### src/rtl/parity_frame_rx_if.sv
// Serial frame receiver bus: line side (bit_in/bit_valid) plus decoded result and status.
// master drives the serial line, slave is the receiver.
interface parity_frame_rx_if #(
  parameter int DATA_W = 3,
  parameter int CNT_W  = 8
);
  logic              bit_in;
  logic              bit_valid;
  logic [DATA_W-1:0] data_out;
  logic              data_valid;
  logic              parity_err;
  logic              frame_err;
  logic              busy;
  logic [CNT_W-1:0]  err_count;

  modport master (
    output bit_in, bit_valid,
    input  data_out, data_valid, parity_err, frame_err, busy, err_count
  );

  modport slave (
    input  bit_in, bit_valid,
    output data_out, data_valid, parity_err, frame_err, busy, err_count
  );
endinterface

### src/rtl/parity_frame_rx.sv
// Framed serial receiver for the parity generator output: start, DATA_W data bits
// (MSB first), parity, stop. Flags parity/framing errors and counts bad frames.
//
// state  | meaning
// IDLE   | waiting for a start bit (0) on a beat
// DATA   | shifting in DATA_W data bits, accumulating parity
// PARITY | folding the received parity bit into the running parity
// STOP   | sampling the stop bit, publishing the result
module parity_frame_rx #(
  parameter int DATA_W     = 3,
  parameter int ODD_PARITY = 0,
  parameter int CNT_W      = 8
) (
  input logic              clk,
  input logic              rst,
  parity_frame_rx_if.slave rx
);
  localparam int CW = $clog2(DATA_W + 1);

  localparam logic [1:0] IDLE   = 2'd0;
  localparam logic [1:0] DATA   = 2'd1;
  localparam logic [1:0] PARITY = 2'd2;
  localparam logic [1:0] STOP   = 2'd3;

  localparam logic [CW-1:0] LAST_BIT = CW'(DATA_W - 1);
  localparam logic          ODD      = (ODD_PARITY != 0);

  logic [1:0]        state;
  logic [CW-1:0]     cnt;
  logic [DATA_W-1:0] shreg;
  logic              par;
  logic              perr_now;
  logic              ferr_now;

  // par already includes the received parity bit once in STOP
  assign perr_now = par ^ ODD;
  assign ferr_now = ~rx.bit_in;
  assign rx.busy  = (state != IDLE);

  always_ff @(posedge clk) begin
    if (rst) begin
      state         <= IDLE;
      cnt           <= '0;
      shreg         <= '0;
      par           <= 1'b0;
      rx.data_out   <= '0;
      rx.data_valid <= 1'b0;
      rx.parity_err <= 1'b0;
      rx.frame_err  <= 1'b0;
      rx.err_count  <= '0;
    end else begin
      rx.data_valid <= 1'b0;
      if (rx.bit_valid) begin
        case (state)
          IDLE: begin
            if (!rx.bit_in) begin
              shreg <= '0;
              par   <= 1'b0;
              cnt   <= '0;
              state <= DATA;
            end
          end
          DATA: begin
            shreg <= DATA_W'({shreg, rx.bit_in});
            par   <= par ^ rx.bit_in;
            if (cnt == LAST_BIT) begin
              state <= PARITY;
            end else begin
              cnt <= cnt + CW'(1);
            end
          end
          PARITY: begin
            par   <= par ^ rx.bit_in;
            state <= STOP;
          end
          STOP: begin
            rx.data_out   <= shreg;
            rx.parity_err <= perr_now;
            rx.frame_err  <= ferr_now;
            rx.data_valid <= 1'b1;
            if ((perr_now || ferr_now) && (rx.err_count != {CNT_W{1'b1}})) begin
              rx.err_count <= rx.err_count + CNT_W'(1);
            end
            // a 0 stop bit is never reused as the next start bit
            state <= IDLE;
          end
          default: state <= IDLE;
        endcase
      end
    end
  end
endmodule
### src/flat_wrapper.sv
// flat-port wrapper written by rule: the top's interface ports become plain ports
module parity_frame_rx_flat 
#(
  parameter int DATA_W     = 3,
  parameter int ODD_PARITY = 0,
  parameter int CNT_W      = 8
)
  (clk, rst, rx_bit_in, rx_bit_valid, rx_data_out, rx_data_valid, rx_parity_err, rx_frame_err, rx_busy, rx_err_count);
  parity_frame_rx_if #(.DATA_W(DATA_W), .CNT_W(CNT_W)) rx_i ();
  input logic clk;
  input logic rst;
  input wire logic [$bits(rx_i.bit_in)-1:0] rx_bit_in;
  input wire logic [$bits(rx_i.bit_valid)-1:0] rx_bit_valid;
  output wire logic [$bits(rx_i.data_out)-1:0] rx_data_out;
  output wire logic [$bits(rx_i.data_valid)-1:0] rx_data_valid;
  output wire logic [$bits(rx_i.parity_err)-1:0] rx_parity_err;
  output wire logic [$bits(rx_i.frame_err)-1:0] rx_frame_err;
  output wire logic [$bits(rx_i.busy)-1:0] rx_busy;
  output wire logic [$bits(rx_i.err_count)-1:0] rx_err_count;
  assign rx_i.bit_in = rx_bit_in;
  assign rx_i.bit_valid = rx_bit_valid;
  assign rx_data_out = rx_i.data_out;
  assign rx_data_valid = rx_i.data_valid;
  assign rx_parity_err = rx_i.parity_err;
  assign rx_frame_err = rx_i.frame_err;
  assign rx_busy = rx_i.busy;
  assign rx_err_count = rx_i.err_count;
  parity_frame_rx #(.DATA_W(DATA_W), .ODD_PARITY(ODD_PARITY), .CNT_W(CNT_W)) u_core (.clk(clk), .rst(rst), .rx(rx_i));
endmodule
### config.mk
export PLATFORM = sky130hd
export DESIGN_NAME = parity_frame_rx_flat
export DESIGN_NICKNAME = d
export VERILOG_FILES = /design/src/rtl/parity_frame_rx_if.sv /design/src/rtl/parity_frame_rx.sv /design/src/flat_wrapper.sv
export SDC_FILE = /design/constraint.sdc
export NUM_CORES = 1
export LEC_CHECK = 0
export BUFFER_PORTS_ARGS = -buffer_cell sky130_fd_sc_hd__buf_2
export CELL_PAD_IN_SITES_DETAIL_PLACEMENT = 1
export CELL_PAD_IN_SITES_GLOBAL_PLACEMENT = 2
export CORE_UTILIZATION = 32
export DETAILED_ROUTE_END_ITERATION = 8
export PLACE_DENSITY_LB_ADDON = 0.05
export SLEW_MARGIN = 20
export SYNTH_ARGS = -nofsm -noshare
export SYNTH_HDL_FRONTEND = slang
export SYNTH_SLANG_ARGS = --single-unit
export TNS_END_PERCENT = 10
### constraint.sdc
create_clock -name clk -period 2 [get_ports clk]
set_clock_uncertainty 0.15 [all_clocks]
set_input_delay 0.2 -clock clk [delete_from_list [all_inputs] [get_ports clk]]
set_output_delay 0.2 -clock clk [all_outputs]
set_load 0.02 [all_outputs]
==> results of run 1 <==
where the power goes:
group          internal (mW)  switching, mW  leakage, nW  total (mW)
clock                  0.202          0.153       0.0279       0.355
combinational         0.0344         0.0534        0.311      0.0877
sequential             0.445        0.00573        0.177       0.451
Yosys cell counts (2+ instances only):
master | number | area (sq um)
nand3_1 | 3 | 15.01
mux2i_1 | 2 | 20.02
dfxtp_1 | 22 | 440.4
a32oi_1 | 2 | 17.52
o21ai_0 | 7 | 35.03
or4_1 | 3 | 22.52
xor2_1 | 2 | 17.52
o31ai_1 | 4 | 30.03
a21oi_1 | 11 | 55.05
nor2_1 | 9 | 33.78
nor3_1 | 3 | 15.01
nand2_1 | 14 | 52.55
ha_1 | 8 | 100.1
a211oi_1 | 2 | 15.01
inv_1 | 7 | 26.28
clkbuf_1 | 2 | 7.510
area by class of cell:
class	count	area, sq um	share of cell area
Clock buffer	3	22.52	0.01787
Clock inverter	1	30.03	0.02383
Multi-Input combinational cell	86	570.5	0.4528
Timing Repair Buffer	21	115.1	0.09136
Inverter	7	26.28	0.02085
Sequential cell	22	440.4	0.3496
Tap cell	44	55.05	0.04369
routing by layer:
metal	wire [microns]	up-vias
li1	-	464
met1	1286	425
met2	975	10
met3	52	2
met4	19	0
met5	0	-
what timing repair did:
action	CTS	global route
hold buffers	1	0
gates resized for setup	0	2
endpoints found under the setup margin	0	5
hold endpoints to repair	1	0
registers in the layout, indices dropped and copies added (netlist names):
register	cells
u_core.shreg	3
u_core.rx.data_out	3
u_core.rx.err_count	8
u_core.cnt	2
u_core.state	2
u_core.par	1
u_core.rx.parity_err	1
u_core.rx.frame_err	1
u_core.rx.data_valid	1
metrics by stage:
step / power (mW) / setup slack [ps] / cells / cell area (sq um) / utilization
finish: 0.8934 / 55.77 / 184 / 1260 / 0.4094
global route: 0.9335 / 4.217 / 184 / 1260 / 0.4094
CTS: 0.9027 / 64.06 / 184 / 1260 / 0.4094
detailed placement: 0.5469 / 94.81 / 179 / 1197 / 0.3890
global placement: 0.5431 / 171.4 / 179 / 1197 / 0.3890
floorplan: 0.5134 / 281.5 / 118 / 1050 / -
tightest hold or removal path, cell delays in order:
cell and delay (ps):
buf_2 130, o21ai_0 80, a21oi_1 60
how the worst max path moves through the flow:
stage / startpoint / endpoint / slack (ps)
after floorplan: u_core.par / u_core.rx.err_count[7] / 280
after detailed placement: u_core.state[0] / u_core.par / 90
final: u_core.state[0] / u_core.par / 60
after CTS: u_core.state[0] / u_core.par / 60
after global routing: u_core.state[0] / u_core.par / 4
after global placement: u_core.state[0] / u_core.par / 170
cells by family after synthesis:
| kind of cell | count (synthesis) |
|---|---|
| adder cells (fa/ha/maj) | 8 |
| multiplexers | 2 |
| AND/OR/NAND/NOR | 41 |
| flip-flops | 22 |
| XOR/XNOR | 2 |
| AO/OA/AOI/OAI | 33 |
| buffers and inverters | 10 |
==> results.cfg, run 1 <==
[hold_path]
whs_endpoint = u_core.shreg[0]
min_from = rx_bit_in
hp-class = in -> reg
hold-path-cell-count = 3

[synth]
synth.avg_cell_area_sq_um = 8.896
yosys.cell_types.count = 33
ys_seq_elements = 22
syn-cell-area_sq_mm = 0.001050
synth-simple-area-share = 0.2038
synthFlopType = dfxtp_1
synth_fp_nets = 130
synth_xor_area_frac = 0.01669
synth_mux_area_frac = 0.01907
synthArstFlopShare = 0
synth_seq_area_share = 0.4195
synth-adder-area-share = 0.09535
synth_compound_gate_area_share = 0.2086
synth_edf_count = 0
synthCells = 118
yosysWarnings = 0
synth_top_family_by_area = compound AO/OA/AOI/OAI gates

[grt]
overflow = 0
met2_usage = 0.2071
busiest_layer = met1
gr-usage-met3 = 0.02620
grt_use_met1 = 0.2134
grt_max_degree = 23
grt_usage = 0.1457
grt_pass1_vias = 786
antenna_found_initial = 0
grt_pass1_wl_mm = 3.774

[pwr]
p_leak_nw = 0.5160
vdd_drop_max_uv = 396.4
power_density_mw_per_mm2 = 709.0

[critical_path]
end_kind = flip-flop
cp.required_ps = 2110
criticalPathCategory = reg -> reg
cp-start-kind = flip-flop
worstRegToRegCells = 6
crit_buf_inv = 2
crit_family = simple AND/OR/NAND/NOR gates
path_cells = inv_1 > ha_1 > buf_4 > a21bo_2 > or4b_1 > a21oi_1
cp.depth = 6
slowest_delay_ps = 470
rr_endpoint = u_core.par
regToRegStartpoint = u_core.state[0]
cp.arrival_ps = 2050
r2r_slack_ps = 60
worstPathMaxFanout = 4
slowest_stage = or4b_1

[timing]
finalMaxSlewViolations = 0
setup_viol = 0
fin_crit_ps = 1944
hold_violations = 0
fin_crit_sh = 0.9721
fmax_mhz = 514.3
whs_ps = 34.21
tightestPinTransition_ps = 467.8
final.setup.tns_ps = 0
relSlewSlack = 0.6848
rsz0062_at_grt = false

[detailed_routing]
via_count = 901
drc = 0
wl_per_cell_microns = 12.68
routed_wl_mm = 2.334
via_per_inst = 4.897
drtIter0Drc = 31
first_pass_iters = 4
ant_nets = 0

[layout]
final_cell_mix = 22 x dfxtp_1, 18 x buf_2, 14 x nand2_1, 11 x a21oi_1, 9 x nor2_1
final_common_cell = dfxtp_1
n_antenna_cell = 0
drive_gt1_frac = 0.2214
areaGrowthSynthToFinish_pct = 20.02
nets = 153
fillers = 381

[clock_tree]
clk_pin_slew_ps = 140
cts_root_buf = clkbuf_4
cts_max_path_buffers = 2
clk_latency_ps = 310
cts_tree = done
cts-buffers-inserted = 3
cts_setup_buffers = 0
htreeDepth = 1
clock-sinks = 22

[floorplan]
die_width_microns = 59.28
num_rows = 20
initial_core_util = 0.3411
fp.dieH_microns = 59.28
top_level_ports = 19
die-area_sq_mm = 0.003514
core_area_sq_mm = 0.003078

[job]
drv_cap = 0

[placed_design]
dp_hpwl_mm = 1.680
io_buffer_count = 18
gp_congestion = 0.7609

[status]
status = complete, no violations
Power figures use the tool's default switching activity.
==> run 2: changes to the inputs <==
--- a/config.mk
+++ b/config.mk
@@ -8,7 +8,8 @@
 export BUFFER_PORTS_ARGS = -buffer_cell sky130_fd_sc_hd__buf_2
 export CELL_PAD_IN_SITES_DETAIL_PLACEMENT = 1
 export CELL_PAD_IN_SITES_GLOBAL_PLACEMENT = 2
-export CORE_UTILIZATION = 32
+export CORE_UTILIZATION = 34
+export CTS_BUF_LIST = sky130_fd_sc_hd__clkbuf_8
 export DETAILED_ROUTE_END_ITERATION = 8
 export PLACE_DENSITY_LB_ADDON = 0.05
 export SLEW_MARGIN = 20
==> results.cfg, run 2 (same netlist as run 1, synthesis figures left out) <==
[critical_path]
startpoint = u_core.state[0]
worstRegToRegCells = 5
regToRegStartpoint = u_core.state[0]
cp.required_ps = 2060
r2r_slack_ps = 150
end_kind = flip-flop
cp.arrival_ps = 1910
cp-start-kind = flip-flop
worstPathMaxFanout = 5
criticalPathCategory = reg -> reg

[timing]
fin_crit_ps = 1850
final.setup.tns_ps = 0
relSlewSlack = 0.7111
fin_crit_sh = 0.9250
fmax_mhz = 540.5
finalMaxSlewViolations = 0
rsz0062_at_grt = false
setup_viol = 0
tightestPinTransition_ps = 428.7
hold_violations = 0

[placed_design]
dp_hpwl_mm = 1.732
gp_congestion = 0.6946
placed_cells = 165
io_buffer_count = 18

[clock_tree]
cts_root_buf = clkbuf_8
cts_max_path_buffers = 2
cts-buffers-inserted = 3
htreeDepth = 1
clk_pin_slew_ps = 80
clk_latency_ps = 270
clock-sinks = 22
cts_setup_buffers = 0
cts_tree = done

[job]
drv_cap = 0

[grt]
grt_pass1_wl_mm = 4.091
grt_usage = 0.1637
antenna_found_initial = 0
grt_max_degree = 23
grt_pass1_vias = 932
overflow = 0

[hold_path]
hp-class = in -> reg
min_from = rx_bit_in
hold-path-cell-count = 2

[layout]
areaGrowthSynthToFinish_pct = 18.59
n_antenna_cell = 0
final_common_cell = dfxtp_1
nets = 151
stdcell_count = 169
regMostFlops = u_core.rx.err_count
reg_top3 = u_core.rx.err_count: 8 flops, u_core.rx.data_out: 3 flops, u_core.shreg: 3 flops
drive_gt1_frac = 0.2174
final_cell_mix = 22 x dfxtp_1, 18 x buf_2, 14 x nand2_1, 11 x a21oi_1, 9 x nor2_1
largest_reg_flops = 8

[pwr]
p_leak_nw = 0.5151
power_density_mw_per_mm2 = 770.8
vdd_drop_max_uv = 317.3

[floorplan]
core_area_sq_mm = 0.002829
die-area_sq_mm = 0.003314
fp.dieH_microns = 57.57
die_width_microns = 57.57
top_level_ports = 19
initial_core_util = 0.3711
num_rows = 19

[detailed_routing]
drc = 4
drtIter0Drc = 21
ant_nets = 0
wl_per_cell_microns = 13.98
via_count = 913
via_per_inst = 5.402
routed_wl_mm = 2.362
first_pass_iters = 5

[status]
status = complete, but fails checks
violations = design-rule violations
## run 2: critical path, cell delays in order, from the launching register on
cell	delay, ps
dfxtp_1	380
inv_1	110
ha_1	260
a21bo_2	260
or4b_1	480
a21oi_1	150
## run 2: metal layers
layer  vias up  part of all wire  global-route usage
li1        455                 -                   -
met1       440              0.46              0.1888
met2        15              0.48              0.2757
met3         3             0.033             0.03855
met4         0             0.019             0.09408
met5         -                 0                   0
## run 2: cell type report
type | count | area, sq um
clock buffers | 3 | 41.29
clock inverters | 1 | 30.03
fillers | 330 | 1584
inverters | 7 | 26.28
multi-input cells | 86 | 570.5
flip-flops and latches | 22 | 440.4
well taps | 31 | 38.79
repair buffers | 19 | 97.59
## run 2: timing repair
item / CTS / global route
gates resized for setup: 0 / 1
hold buffers: 0 / 0
endpoints found under the setup margin: 0 / 5
## run 2: final timing paths
kind	end
setup / recovery	u_core.par
hold / removal	u_core.rx.frame_err
setup reg to reg	u_core.par
hold reg to reg	u_core.rx.data_out[0]
## run 2: where the power goes
part,switching (mW),leakage [nW],internal (mW)
combinational,0.0520,0.302,0.0293
sequential,0.00592,0.177,0.444
clock,0.160,0.0357,0.268
## run 2: metrics by stage
| stage | util | power [mW] | cell area, sq um | setup slack, ps | hold slack, ps |
|---|---|---|---|---|---|
| 4_1_cts | 0.4401 | 0.9760 | 1245 | 129.9 | 23.74 |
| 3_5_place_dp | 0.4149 | 0.5413 | 1174 | 165.3 | 302.5 |
| 2_1_floorplan | - | 0.5134 | 1050 | 281.5 | 122.8 |
| 6_report | 0.4401 | 0.9596 | 1245 | 150.0 | 29.73 |
| 3_3_place_gp | 0.4149 | 0.5389 | 1174 | 196.4 | 289.4 |
| 5_1_grt | 0.4401 | 1.004 | 1245 | 26.97 | 39.70 |
